## src/rtl/clk_div_bank.sv

```systemverilog
// clk_div_bank
//   Bank of N_CH glitch-free 50%-duty clock dividers running off CLK. Each
//   channel has a runtime-programmable half-period (shadow register, applied
//   only at the LOW->HIGH boundary so no runt pulse is ever produced), a
//   registered divided clock and a one-cycle tick on each rising edge.
//   Channel 0 also drives a lock indicator.
//
// Ports
//   CLK       in   source clock, all logic on posedge
//   reset     in   synchronous, active-high reset
//   en        in   global run enable
//   div_val   in   [N_CH*DIV_W] half-period per channel, slice i*DIV_W +: DIV_W
//   div_load  in   [N_CH] per-channel strobe, captures slice into shadow
//   clk_out   out  [N_CH] divided clocks (registered)
//   tick      out  [N_CH] one-CLK pulse with each clk_out rising edge
//   locked    out  channel 0 has run LOCK_PERIODS periods on one divisor
//   clk_pass  out  en ? CLK : 0 (combinational gate)
//
// Channel FSM
//   state | meaning
//   IDLE  | output low, waiting for en and a non-zero half-period
//   HIGH  | output high, cnt runs 1..half
//   LOW   | output low, cnt runs 1..half; end of LOW is the only point where
//         | a new divisor is applied or the channel stops
module clk_div_bank #(
  parameter int N_CH         = 2,
  parameter int DIV_W        = 8,
  parameter int LOCK_PERIODS = 4
) (
  input  logic                   CLK,
  input  logic                   reset,
  input  logic                   en,
  input  logic [N_CH*DIV_W-1:0]  div_val,
  input  logic [N_CH-1:0]        div_load,
  output logic [N_CH-1:0]        clk_out,
  output logic [N_CH-1:0]        tick,
  output logic                   locked,
  output logic                   clk_pass
);

  typedef enum logic [1:0] {
    IDLE = 2'd0,
    HIGH = 2'd1,
    LOW  = 2'd2
  } state_t;

  localparam logic [3:0] LOCK_TH = 4'(LOCK_PERIODS);

  assign clk_pass = en & CLK;

  for (genvar i = 0; i < N_CH; i++) begin : g_ch
    state_t             state;
    logic [DIV_W-1:0]   cnt;
    logic [DIV_W-1:0]   half;
    logic [DIV_W-1:0]   shadow;
    logic [DIV_W-1:0]   eff_half;
    logic               pending;
    logic               boundary;
    logic               go;
    logic               apply;
    logic               clk_q;
    logic               tick_q;

    // eff_half is the half-period the next period would use if it started now.
    always_comb begin
      eff_half = pending ? shadow : half;
      boundary = (state == IDLE) || ((state == LOW) && (cnt == half));
      go       = en && boundary && (eff_half != '0);
      apply    = en && boundary && pending;
    end

    always_ff @(posedge CLK) begin
      if (reset) begin
        state   <= IDLE;
        cnt     <= '0;
        half    <= '0;
        shadow  <= '0;
        pending <= 1'b0;
        clk_q   <= 1'b0;
        tick_q  <= 1'b0;
      end else begin
        tick_q <= 1'b0;

        // A load on the same edge as an apply wins the pending flag, so the
        // freshly written value is held for the following boundary.
        if (div_load[i]) begin
          shadow  <= div_val[i*DIV_W +: DIV_W];
          pending <= 1'b1;
        end else if (apply) begin
          pending <= 1'b0;
        end

        if (apply) half <= shadow;

        if (go) begin
          state  <= HIGH;
          clk_q  <= 1'b1;
          cnt    <= DIV_W'(1);
          tick_q <= 1'b1;
        end else begin
          case (state)
            HIGH: begin
              if (cnt == half) begin
                state <= LOW;
                clk_q <= 1'b0;
                cnt   <= DIV_W'(1);
              end else begin
                cnt <= cnt + DIV_W'(1);
              end
            end
            LOW: begin
              if (cnt == half) begin
                state <= IDLE;
                clk_q <= 1'b0;
                cnt   <= '0;
              end else begin
                cnt <= cnt + DIV_W'(1);
              end
            end
            default: begin
              state <= IDLE;
              clk_q <= 1'b0;
              cnt   <= '0;
            end
          endcase
        end
      end
    end

    assign clk_out[i] = clk_q;
    assign tick[i]    = tick_q;

    if (i == 0) begin : g_lock
      logic [3:0] lock_cnt;
      logic [3:0] lock_nxt;
      logic       new_div;
      logic       stop;

      // Channel 0 leaving LOW without starting a new period means it idles.
      assign stop = (state == LOW) && (cnt == half) && !go;

      // new_div is aligned with tick_q: it marks a period that began with a
      // freshly applied divisor, which restarts the lock count.
      always_comb begin
        lock_nxt = lock_cnt;
        if (stop) begin
          lock_nxt = '0;
        end else if (tick_q) begin
          if (new_div)
            lock_nxt = 4'd1;
          else if (lock_cnt != 4'hF)
            lock_nxt = lock_cnt + 4'd1;
        end
      end

      always_ff @(posedge CLK) begin
        if (reset) begin
          lock_cnt <= '0;
          locked   <= 1'b0;
          new_div  <= 1'b0;
        end else begin
          lock_cnt <= lock_nxt;
          locked   <= (lock_nxt >= LOCK_TH);
          new_div  <= go && apply;
        end
      end
    end
  end

endmodule

```

## config.mk

```make
export PLATFORM = sky130hd
export DESIGN_NAME = clk_div_bank
export DESIGN_NICKNAME = d
export VERILOG_FILES = /design/src/rtl/clk_div_bank.sv
export SDC_FILE = /design/constraint.sdc
export NUM_CORES = 1
export LEC_CHECK = 0
export ABC_AREA = 0
export CAP_MARGIN = 20
export CORE_AREA = 8 8 70 97
export CTS_BUF_LIST = sky130_fd_sc_hd__clkbuf_16
export DETAILED_ROUTE_END_ITERATION = 10
export DIE_AREA = 0 0 78 105
export MAX_ROUTING_LAYER = met4
export PLACE_DENSITY_LB_ADDON = 0.05
export SLEW_MARGIN = 25
export SYNTH_ARGS = -nofsm -noshare
export SYNTH_HDL_FRONTEND = slang
export SYNTH_SLANG_ARGS = --single-unit
export TNS_END_PERCENT = 50
```

## constraint.sdc

```tcl
create_clock -name CLK -period 1.9 [get_ports CLK]
set_clock_uncertainty 0.05 [all_clocks]
set_input_delay 0.38 -clock CLK [delete_from_list [all_inputs] [get_ports CLK]]
set_output_delay 0.38 -clock CLK [all_outputs]
set_load 0.01 [all_outputs]
```

### After elaboration in Yosys (flattened, before gate mapping)

Cells that the tools add are included.

* logic and storage cells: 104
* memory bits (read-only): 0
* bits of input ports: 21
* register bits after elaboration: 64
* latch bits: 0
* memory bits (writable): 0
* output and inout port bits: 6
* memories: 0

* divide/modulo/power cells: 0
* multiplexer cells: 34
* equal/unequal tests: 17
* bitwise logic cells: 1
* shift operators: 0
* order comparisons: 1
* reductions and logical operators: 27
* $add $sub $neg: 3
* $mul: 0

Operators with widths (number)
* two-way mux 8 bit: 6
* one-hot mux 8 bit (2 select lines): 2
* adder 8 x 1 -> 8 bit, second input constant: 2
* equality test 8 bit: 2
* two-way mux 1 bit: 16
* two-way mux 4 bit: 4
* nonzero test 8 bit: 2
* logical AND 1 bit: 10
* inequality test 3 bit, second input constant: 3
* two-way mux 2 bit: 4
* one-hot mux 2 bit (2 select lines): 2
* AND reduction 2 bit: 4
* OR reduction 2 bit: 4
* inequality test 2 bit, second input constant: 3
* inequality test 3 x 1 -> 1 bit, second input constant: 2
* adder 4 x 1 -> 4 bit, second input constant: 1
* equality test 2 x 1 -> 1 bit, second input constant: 2
* equality test 2 bit, second input constant: 2
* greater-or-equal comparator 4 x 3 -> 1 bit, second input constant: 1
* zero test 2 bit: 2
* inequality test 4 bit, second input constant: 1
* nonzero test 2 bit: 2
* inequality test 3 x 2 -> 1 bit, second input constant: 1
* logical OR 1 bit: 2
* 3 further kinds: 3

### Depth between registers and ports, before layout

Gate-level depths: netlist (run 1).

* depth in word-level cells: 9
* depth in mapped cells: 7
* gate-level depth less buffers: 7

==> key figures, run 1 <==
Die
  • Die Span X: 78 um
  • Core area: 0.00537 mm^2
  • Die area: 0.00819 mm^2
  • Die Height: 105 um
  • Initial Util: 0.552
  • # IOs: 27
  • Row count: 32

Timing
  • Final hold slack: ~200 ps
  • Slew HR: 0.650
  • RSZ-0062 raised after global routing: true
  • Least-Margin Pin Slew: 523 ps
  • Final Max Slew Viols: 0
  • Final setup viols: 0
  • Endpoints failing hold: 0

Detailed routing
  • TritonRoute pass-1 iters: 4
  • WL/cell: 14.7 um
  • Detail Route Antenna Nets: 0
  • Vias/cell: 5.37
  • Initial drt markers: 117
  • Vias after detailed routing: 2260
  • Routed wire length: 6.19 mm
  • Drc violations: 0

Critical path
  • Crit path from: CLK
  • Critical path class: clk2out
  • Critical path arrival: 1450 ps
  • Element type at the critical path end: primary output
  • Type of origin of the critical path: clock port
  • WP data required: 1470 ps
  • Worst-path maximum fanout: 2
  • Reg-to-Reg Start: g_ch[1].half[6]$_SDFFE_PP0P_

Placed design
  • Input/output buffers: 26
  • DP HPWL: roughly 4.3 mm
  • Gpl congestion: 0.766
  • Inst Count DP: 400

Logic synthesis
  • Post-synth top cells: 64 x dfxtp_1, 54 x nor2_1, 33 x mux2i_1
  • Sequential share of the synthesized area: 0.433
  • Most common cell in the synthesized netlist: dfxtp_1
  • Synth top area cells: dfxtp_1 43%, mux2i_1 11%, nor2_1 6.8%
  • Number of synthesized flops with an enable pin: 0
  • Ys async rst share: 0
  • Synthesized Nets: 340
  • Cell taking the most area after synthesis: dfxtp_1
  • Synthesized area: 0.00296 mm^2
  • Distinct cells, synth: 45
  • Ys flop type: dfxtp_1
  • Synth warnings: 0
  • Share of the synthesized area in the top cell type: 0.433
  • Synthesized area per cell: 9.55 um^2
  • Mapped Cells: 310
  • #FFs+latches synth: 64

Final layout
  • Area Growth Syn to Fin: 25.2%
  • Util after Layout: 0.690
  • Storage cell area: 0.00128 mm^2
  • Final Non-Filler Cells: between 400 and 500
  • Net count, final: 379
  • Layout cell share with drive strength beyond 1: 0.130
  • Antenna cells: 0
  • Multi-input gate area: 0.00158 mm^2
  • Fillers: 441

Power and ir drop
  • Peak supply drop: 0.00108 V
  • Leak: 0.00155 uW
  • Power Dens Cells: roughly 1000 mW/mm^2

Clock tree
  • Clk slew on worst S/H paths: approximately 50 ps
  • CTS tree: done
  • Worst-Skew Late Latency: about 440 ps

Status
  • Outcome: finished, final reports clean

Global route
  • GRT Overall Usage: 0.172
  • Vias in the first global route: approximately 2400
  • Pin count of the biggest net entering global routing: 48
  • Congestion Overflow GR: 0
  • Initial antenna violation count: 0
  • First-pass GRT wire length: 10.9 mm

Flow run
  • Max Cap Violations: 0

Min path
  • Hold wc startpoint: reset
  • Hold Crit Class: in2reg
registers in the layout, summed over array words and instances, names as in the netlist:
signal	count
locked	1
g_ch.g_lock.lock_cnt	4
g_ch.state	4
g_ch.tick_q	2
g_ch.shadow	16
g_ch.pending	2
g_ch.half	16
g_ch.g_lock.new_div	1
g_ch.clk_q	2
g_ch.cnt	16
worst paths after layout:
kind                            depth (start not counted)                            end  slack (ps)
worst min-delay path                                    2      g_ch[0].tick_q$_SDFF_PP0_         200
worst min register to register                          2     g_ch[0].clk_q$_SDFFE_PP0P_         420
worst max-delay path                                    4                       clk_pass          20
worst max register to register                          5  g_ch[1].state[1]$_SDFFE_PP0P_         100
metal layers:
| metal | routed length [um] | vias up | GRT usage |
|---|---|---|---|
| li1 | - | 1141 | - |
| met1 | 2450 | 1081 | 0.165 |
| met4 | 122 | 0 | 0.105 |
| met2 | 3440 | 26 | 0.295 |
| met3 | 173 | 12 | 0.0497 |
| met5 | 0 | - | - |
layout by cell type (no fill, tap or decap), types with 10 or more instances in the layout:
master | Yosys | final
xor2_1 | 21 | 21
mux2i_1 | 33 | 33
buf_4 | 5 | 12
dfxtp_1 | 64 | 63
clkbuf_16 | 0 | 12
nand2b_1 | 16 | 16
clkdlybuf4s50_1 | 0 | 24
nor2_1 | 54 | 54
nand2_1 | 10 | 10
nand3_1 | 11 | 11
metrics by stage:
stage | cell area (um^2) | setup WS (ps) | total power (uW) | setup TNS (ps)
floorplan | 2960 | 299 | 1680 | 0
global placement | 3300 | -70.0 | 1810 | -212
detailed placement | 3300 | -78.0 | 1820 | -495
CTS | 3660 | 7.99 | 3700 | 0
global route | 3700 | -6.80 | 3830 | -8.86
finish | 3700 | 15.1 | 3670 | 0
cell families after synthesis:
logic type / count (synthesis) / synth area share
buf+inv: 23 / 0.0355
xor+xnor: 28 / 0.0829
mux: 34 / 0.115
compound gates: 28 / 0.0719
fa+ha+maj: 9 / 0.0381
simple gates: 124 / 0.223
flops: 64 / 0.433
where the power goes:
group / switching (uW) / total, uW / internal, uW
Combinational: 165 / 337 / 171
Clock: 616 / 1910 / 1290
Sequential: 40.0 / 1430 / 1390
layout make-up:
cell class / instances / area share
clock buffer: 13 / 0.0841
clock inverter: 6 / 0.0139
tap: 68 / 0.0230
multi-input combinational: 223 / 0.428
timing repair buffer: 38 / 0.0959
inverter: 9 / 0.00912
sequential: 64 / 0.346
repair_timing:
action	CTS	global route
hold buffers	0	0
pin swaps	0	2
resized for setup	6	2
endpoints found under the setup margin	2	14
buffers inserted	0	3
critical path, cell delays in order:
cell and delay [ps]:
clkbuf_16 120, clkbuf_16 130, and2_4 150, buf_6 110
No activity file was read; power rests on OpenSTA's default activity.
==> inputs of run 2 (changes only) <==
- ABC_AREA: 0 -> 1
- CORE_AREA: 8 8 70 97 -> 8 8 73 100
- DIE_AREA: 0 0 78 105 -> 0 0 81 108
- SKIP_LAST_GASP: not set -> 1
==> run 2 against run 1 <==
Compared with the run above:
- routed wire length rose by 1.9%
- sequential share of layout area fell by 1.3 points
- non-clock buffer count fell by 7
- critical path depth fell by 3
- global-route usage fell by 0.67 points
- flip-flop and latch count did not move
- critical path type is now reg2out
- largest cell class unchanged
- largest power group unchanged
- highest routed layer unchanged
==> key figures, run 2 <==
Critical path
  • Delay-heaviest family, CP: buffers and inverters
  • WP data required: 1470 ps (about the same)
  • Critical path arrival: 1430 ps (-20 ps)
  • Critical path class: reg2out
  • Cell Chain, Critical Path: clkdlybuf4s50_1
  • Element type at the critical path end: primary output
  • Worst-path maximum fanout: 7 (+5)
  • Type of origin of the critical path: flop
  • Peak per-stage delay on the critical path: 570 ps (+420 ps)
  • Slowest cell on the critical path: clkdlybuf4s50_1
  • CP bufs+invs: 1 (-2)

Timing
  • Final WS setup: 37.8 ps (+22.8 ps)
  • Least-Margin Pin Slew: 423 ps (-100 ps)
  • Slew HR: 0.718 (+0.0674)
  • RSZ-0062 raised after global routing: true
  • Part of the cycle the worst path needs: 0.980
  • Final Max Slew Viols: 0 (unchanged)
  • Final setup viols: 0 (unchanged)
  • F_max: ~540 MHz
  • Endpoints failing hold: 0 (unchanged)
  • Crit path time final: 1860 ps

Logic synthesis
  • Synthesized Nets: 479 (+41%)
  • #FFs+latches synth: 64 (unchanged)
  • Synth warnings: 0 (unchanged)
  • Share of the synthesized area in the top cell type: 0.403 (-0.0303)
  • Ys flop type: dfxtp_1
  • Distinct cells, synth: 28 (-38%)
  • Synthesized area: 0.00318 mm^2 (+7.5%)
  • Number of synthesized flops with an enable pin: 0 (unchanged)
  • Post-synth top cells: 97 x nand2_1, 81 x inv_1, 64 x dfxtp_1
  • Ys async rst share: 0 (unchanged)
  • Mapped Cells: 449 (+45%)
  • Sequential share of the synthesized area: 0.403 (-0.0303)
  • Synth top area cells: dfxtp_1 40%, nand2_1 11%, inv_1 9.6%
  • Synthesized area per cell: 7.09 um^2 (-26%)
  • Cell taking the most area after synthesis: dfxtp_1
  • Most common cell in the synthesized netlist: nand2_1

Placed design
  • Gpl congestion: 0.829 (+8.2%)
  • Dpl cell area: 0.00348 mm^2 (+5.4%)
  • DP HPWL: 4.52 mm (+4.6%)
  • Input/output buffers: 26 (unchanged)
  • Worst slack, placed: -6.07 ps (+71.9 ps)

Power and ir drop
  • Power, Total: 3980 uW (+8.2%)
  • Peak supply drop: 0.000629 V (-42%)
  • Leak: 0.00175 uW (+13%)
  • Power Dens Cells: 1030 mW/mm^2 (+4.3%)

Detailed routing
  • Drc violations: 0 (unchanged)
  • Vias/cell: 4.93 (-8.1%)
  • Routed wire length: 6.31 mm (+1.9%)
  • Vias after detailed routing: 2729 (+21%)
  • Detail Route Antenna Nets: 0 (unchanged)
  • WL/cell: 11.4 um (-22%)
  • Initial drt markers: 62 (-47%)
  • TritonRoute pass-1 iters: 4 (unchanged)

Die
  • Die Height: 108 um (+2.9%)
  • Row count: 33 (+3.1%)
  • Core area: 0.00578 mm^2 (+7.7%)
  • Die area: 0.00875 mm^2 (+6.8%)
  • # IOs: 27 (unchanged)
  • Initial Util: 0.550 (-0.00111)
  • Die Span X: 81 um (+3.8%)

Clock tree
  • Worst-Skew Late Latency: 430 ps (about the same)
  • Clk slew on worst S/H paths: 50 ps (about the same)
  • CTS tree: done
  • Post-CTS setup buffer count: 0 (unchanged)

Final layout
  • Layout cell share with drive strength beyond 1: 0.0870 (-0.0434)
  • Biggest regs: g_ch.cnt: 16 flops, g_ch.half: 16 flops, g_ch.shadow: 16 flops
  • Most frequent cells in the layout: 96 x nand2_1, 82 x inv_1, 64 x dfxtp_1, 49 x nor2_1, 26 x a21oi_1
  • Commonest non-fill, non-tap cell in the layout: nand2_1
  • Area Growth Syn to Fin: 20.8%
  • Fin area: 0.00384 mm^2 (+3.8%)
  • Net count, final: 508 (+34%)
  • Antenna cells: 0 (unchanged)

Status
  • Outcome: finished, final reports clean

Global route
  • GRT Overall Usage: 0.165 (-0.00667)
  • Pin count of the biggest net entering global routing: 39 (-19%)
  • Vias in the first global route: 2600 (+7.1%)
  • Congestion Overflow GR: 0 (unchanged)
  • Initial antenna violation count: 0 (unchanged)
  • First-pass GRT wire length: 11.0 mm (+0.57%)

Min path
  • Hold Crit Class: reg2reg

Flow run
  • Max Cap Violations: 0 (unchanged)
[run 2: cell count changes in the layout (fill, tap and decap cells not counted), moves of 13 or more]
cell and change:
nand2_1 +86, inv_1 +73, mux2i_1 -33, a21oi_1 +19, nand4_1 +18, o21ai_0 +18, nand2b_1 -16, xor2_1 -13
[run 2: power breakdown]
group	internal (uW)	switching, uW	total, uW
clock network	1290	633	1920
logic	232	334	565
registers	1430	58.1	1490
[run 2: cell type report]
cell class                      instances  area (um^2)
Inverter                               82          308
Sequential cell                        64         1280
Clock inverter                          8         57.6
Clock buffer                           13          312
Tap cell                               70         87.6
Fill cell                             521         1940
Timing Repair Buffer                   31          308
Multi-Input combinational cell        285         1490
[run 2: kinds of logic after synthesis]
group | Yosys count | synth area share
AND/OR/NAND/NOR | 203 | 0.288
AO/OA/AOI/OAI | 52 | 0.0849
XOR/XNOR | 21 | 0.0578
flip-flops | 64 | 0.403
adder cells (fa/ha/maj) | 9 | 0.0354
buffers and inverters | 100 | 0.131
[run 2: per-stage QoR]
| stage | setup TNS [ps] | hold WS [ps] | cells | util |
|---|---|---|---|---|
| floorplan | 0 | 395 | 449 | - |
| global placement | -6.07 | 410 | 534 | 0.602 |
| detailed placement | -6.07 | 413 | 534 | 0.602 |
| CTS | 0 | 423 | 553 | 0.664 |
| global route | -0.345 | 445 | 553 | 0.665 |
| finish | 0 | 423 | 553 | 0.665 |
[run 2: timing repair]
item                                    CTS  global route
resized for setup                         6             1
endpoints found under the setup margin    2             2
hold buffers                              0             0
cloned                                    0             0
endpoints found under the hold margin     0             0
[run 2: path summary, 6_finish.rpt]
| path | start | to | slack (ps) | depth (start not counted) |
|---|---|---|---|---|
| setup reg to reg | g_ch[0].cnt[0]$_SDFF_PP0_ | g_ch[0].half[0]$_SDFFE_PP0P_ | 240 | 10 |
| hold / removal | g_ch[1].shadow[1]$_SDFFE_PP0P_ | g_ch[1].shadow[1]$_SDFFE_PP0P_ | 420 | 2 |
| setup / recovery | g_ch[0].tick_q$_SDFF_PP0_ | tick[0] | 40 | 1 |
| hold reg to reg | g_ch[1].shadow[1]$_SDFFE_PP0P_ | g_ch[1].shadow[1]$_SDFFE_PP0P_ | 420 | 2 |
[run 2: per-layer routing]
layer,wire (um),track usage
met4,168,0.114
met3,302,0.0515
met2,3000,0.254
met5,0,-
met1,2830,0.176
==> inputs of run 3 (changes only) <==
--- a/constraint.sdc
+++ b/constraint.sdc
@@ -4,2 +4,2 @@
 set_output_delay 0.38 -clock CLK [all_outputs]
-set_load 0.01 [all_outputs]
+set_load 0.02 [all_outputs]
==> run 3 against run 2 <==
Compared with the run above:
- utilization unchanged
- combinational power up 2%
- die area unchanged
- clock-buffer cell count unchanged
- clock power about the same
- cell area unchanged
- global-route usage up 0.36 points
- register-to-register slack better by 30 ps
- critical path depth up 4
- non-clock buffer count unchanged
- power up 0.48%
- critical endpoint is now clk_pass
- largest power group unchanged
==> key figures, run 3 (synthesis results as in run 2) <==
Timing
  • Endpoints failing hold: 0 (unchanged)
  • Slew HR: 0.712 (-0.00524)
  • Least-Margin Pin Slew: 431 ps (+7.85 ps)
  • Final Max Slew Viols: 0 (unchanged)
  • Final setup viols: 0 (unchanged)

Clock tree
  • CTS tree: done
  • Worst-Skew Late Latency: 440 ps (about the same)
  • Clk slew on worst S/H paths: 50 ps (about the same)
  • CTS Hold Buffers Added: 0 (unchanged)
  • Post-CTS setup buffer count: 0 (unchanged)

Power and ir drop
  • Power, Total: 4000 uW (+0.48%)
  • Switching power: 1040 uW (+1.9%)
  • Power Dens Cells: 1040 mW/mm^2 (+0.48%)
  • Peak supply drop: 0.000645 V (+2.5%)
  • Leak: 0.00176 uW (+0.57%)
  • Clock Power Share: 0.484 (about the same)
  • Pint: 2950 uW (about the same)
  • Sw Share: 0.261 (+0.00361)
  • Flop pwr share: 0.372 (-0.002)
  • Combinational fraction of design power: 0.144 (+0.002)

Global route
  • Congestion Overflow GR: 0 (unchanged)
  • Pin count of the biggest net entering global routing: 39 (unchanged)
  • Vias in the first global route: 2724 (+4.8%)
  • Initial antenna violation count: 0 (unchanged)
  • First-pass GRT wire length: 11.3 mm (+2.6%)
  • GRT Overall Usage: 0.169 (+0.00358)

Detailed routing
  • Routed wire length: 6.43 mm (+1.9%)
  • Initial drt markers: 87 (+40%)
  • Drc violations: 0 (unchanged)
  • Detail Route Antenna Nets: 0 (unchanged)
  • Vias after detailed routing: 2750 (+0.77%)
  • TritonRoute pass-1 iters: 4 (unchanged)
  • WL/cell: 11.6 um (+1.9%)
  • Vias/cell: 4.97 (+0.77%)

Critical path
  • Type of origin of the critical path: clock port
  • Critical path class: clk2out
  • WP data required: 1470 ps (about the same)
  • Worst-path maximum fanout: 2 (-5)
  • Element type at the critical path end: primary output
  • Critical path arrival: 1440 ps (about the same)

Die
  • Die area: 0.00875 mm^2 (unchanged)
  • Die Span X: 81 um (unchanged)
  • Core area: 0.00578 mm^2 (unchanged)
  • Row count: 33 (unchanged)
  • Die Height: 108 um (unchanged)
  • Initial Util: 0.550 (unchanged)
  • # IOs: 27 (unchanged)

Placed design
  • DP HPWL: 4.57 mm (+1.1%)
  • Input/output buffers: 26 (unchanged)
  • Inst Count DP: 534 (unchanged)
  • Gpl congestion: 0.800 (-3.5%)

Final layout
  • Util after Layout: 0.665 (unchanged)
  • Multi-input gate area: 0.00149 mm^2 (unchanged)
  • Most frequent cells in the layout: 96 x nand2_1, 83 x inv_1, 64 x dfxtp_1, 49 x nor2_1, 26 x a21oi_1
  • Net count, final: 508 (unchanged)
  • Storage cell area: 0.00128 mm^2 (unchanged)
  • Area Growth Syn to Fin: 20.8% (unchanged)
  • Layout cell share with drive strength beyond 1: 0.0890 (+0.00207)
  • Biggest regs: g_ch.cnt: 16 flops, g_ch.half: 16 flops, g_ch.shadow: 16 flops
  • Fillers: 528 (+1.3%)
  • Final Non-Filler Cells: 553 (unchanged)
  • Antenna cells: 0 (unchanged)
  • Commonest non-fill, non-tap cell in the layout: nand2_1

Min path
  • Hold Crit Class: reg2reg

Flow run
  • Max Cap Violations: 0 (unchanged)

Status
  • Outcome: finished, final reports clean
run 3: cell count changes in the layout (fill, tap and decap cells not counted):
cell,previous run,this run
clkdlybuf4s50_1,25,24
clkinv_1,4,2
inv_1,82,83
clkinv_2,1,2
dlygate4sd2_1,0,1
run 3: worst max-delay path, cell delays in order:
cell       delay, ps
clkbuf_16        120
clkbuf_16        130
nand2_4           60
inv_1             50
buf_6            120
run 3: metrics by stage:
| stage | TNS [ps] | hold slack (ps) | setup WS [ps] | cell area [um^2] |
|---|---|---|---|---|
| floorplan | 0 | 395 | 385 | 3180 |
| global placement | -65.8 | 411 | -65.8 | 3480 |
| detailed placement | -70.5 | 414 | -70.5 | 3480 |
| CTS | -41.6 | 422 | -41.6 | 3830 |
| global route | -3.18 | 445 | -3.18 | 3840 |
| finish | 0 | 424 | 28.3 | 3840 |
run 3: what timing repair did:
action,in CTS,in global routing
setup endpoints to repair,3,1
pin swaps,0,0
resized for setup,5,4
run 3: power by group through the flow:
stage          registers (uW)  clock network [uW]  logic [uW]
2_1_floorplan            1500                24.7         442
3_3_place_gp             1510                45.8         560
3_5_place_dp             1520                45.8         573
4_1_cts                  1490                1930         577
5_1_grt                  1500                2030         658
6_report                 1490                1930         574
run 3: cell type report:
| cell class | instances | share of cell area |
|---|---|---|
| sequential | 64 | 0.333 |
| timing repair buffer | 31 | 0.0797 |
| clock inverter | 8 | 0.0153 |
| inverter | 82 | 0.0801 |
| tap | 70 | 0.0228 |
| clock buffer | 13 | 0.0810 |
| multi-input combinational | 285 | 0.388 |
run 3: final timing paths:
path	to	start	cells after the start	slack [ps]
setup / recovery	clk_pass	CLK	5	30
hold / removal	g_ch[0].shadow[1]$_SDFFE_PP0P_	g_ch[0].shadow[1]$_SDFFE_PP0P_	2	420
hold reg to reg	g_ch[0].shadow[1]$_SDFFE_PP0P_	g_ch[0].shadow[1]$_SDFFE_PP0P_	2	420
setup reg to reg	g_ch[0].half[4]$_SDFFE_PP0P_	g_ch[0].cnt[0]$_SDFF_PP0_	10	270
run 3: routing by layer:
metal,routed length (um),vias up,part of all wire,GRT usage
li1,-,1446,-,-
met2,3130,55,0.49,0.271
met3,271,16,0.042,0.0490
met5,0,-,0,-
met1,2830,1233,0.44,0.176
met4,194,0,0.030,0.105
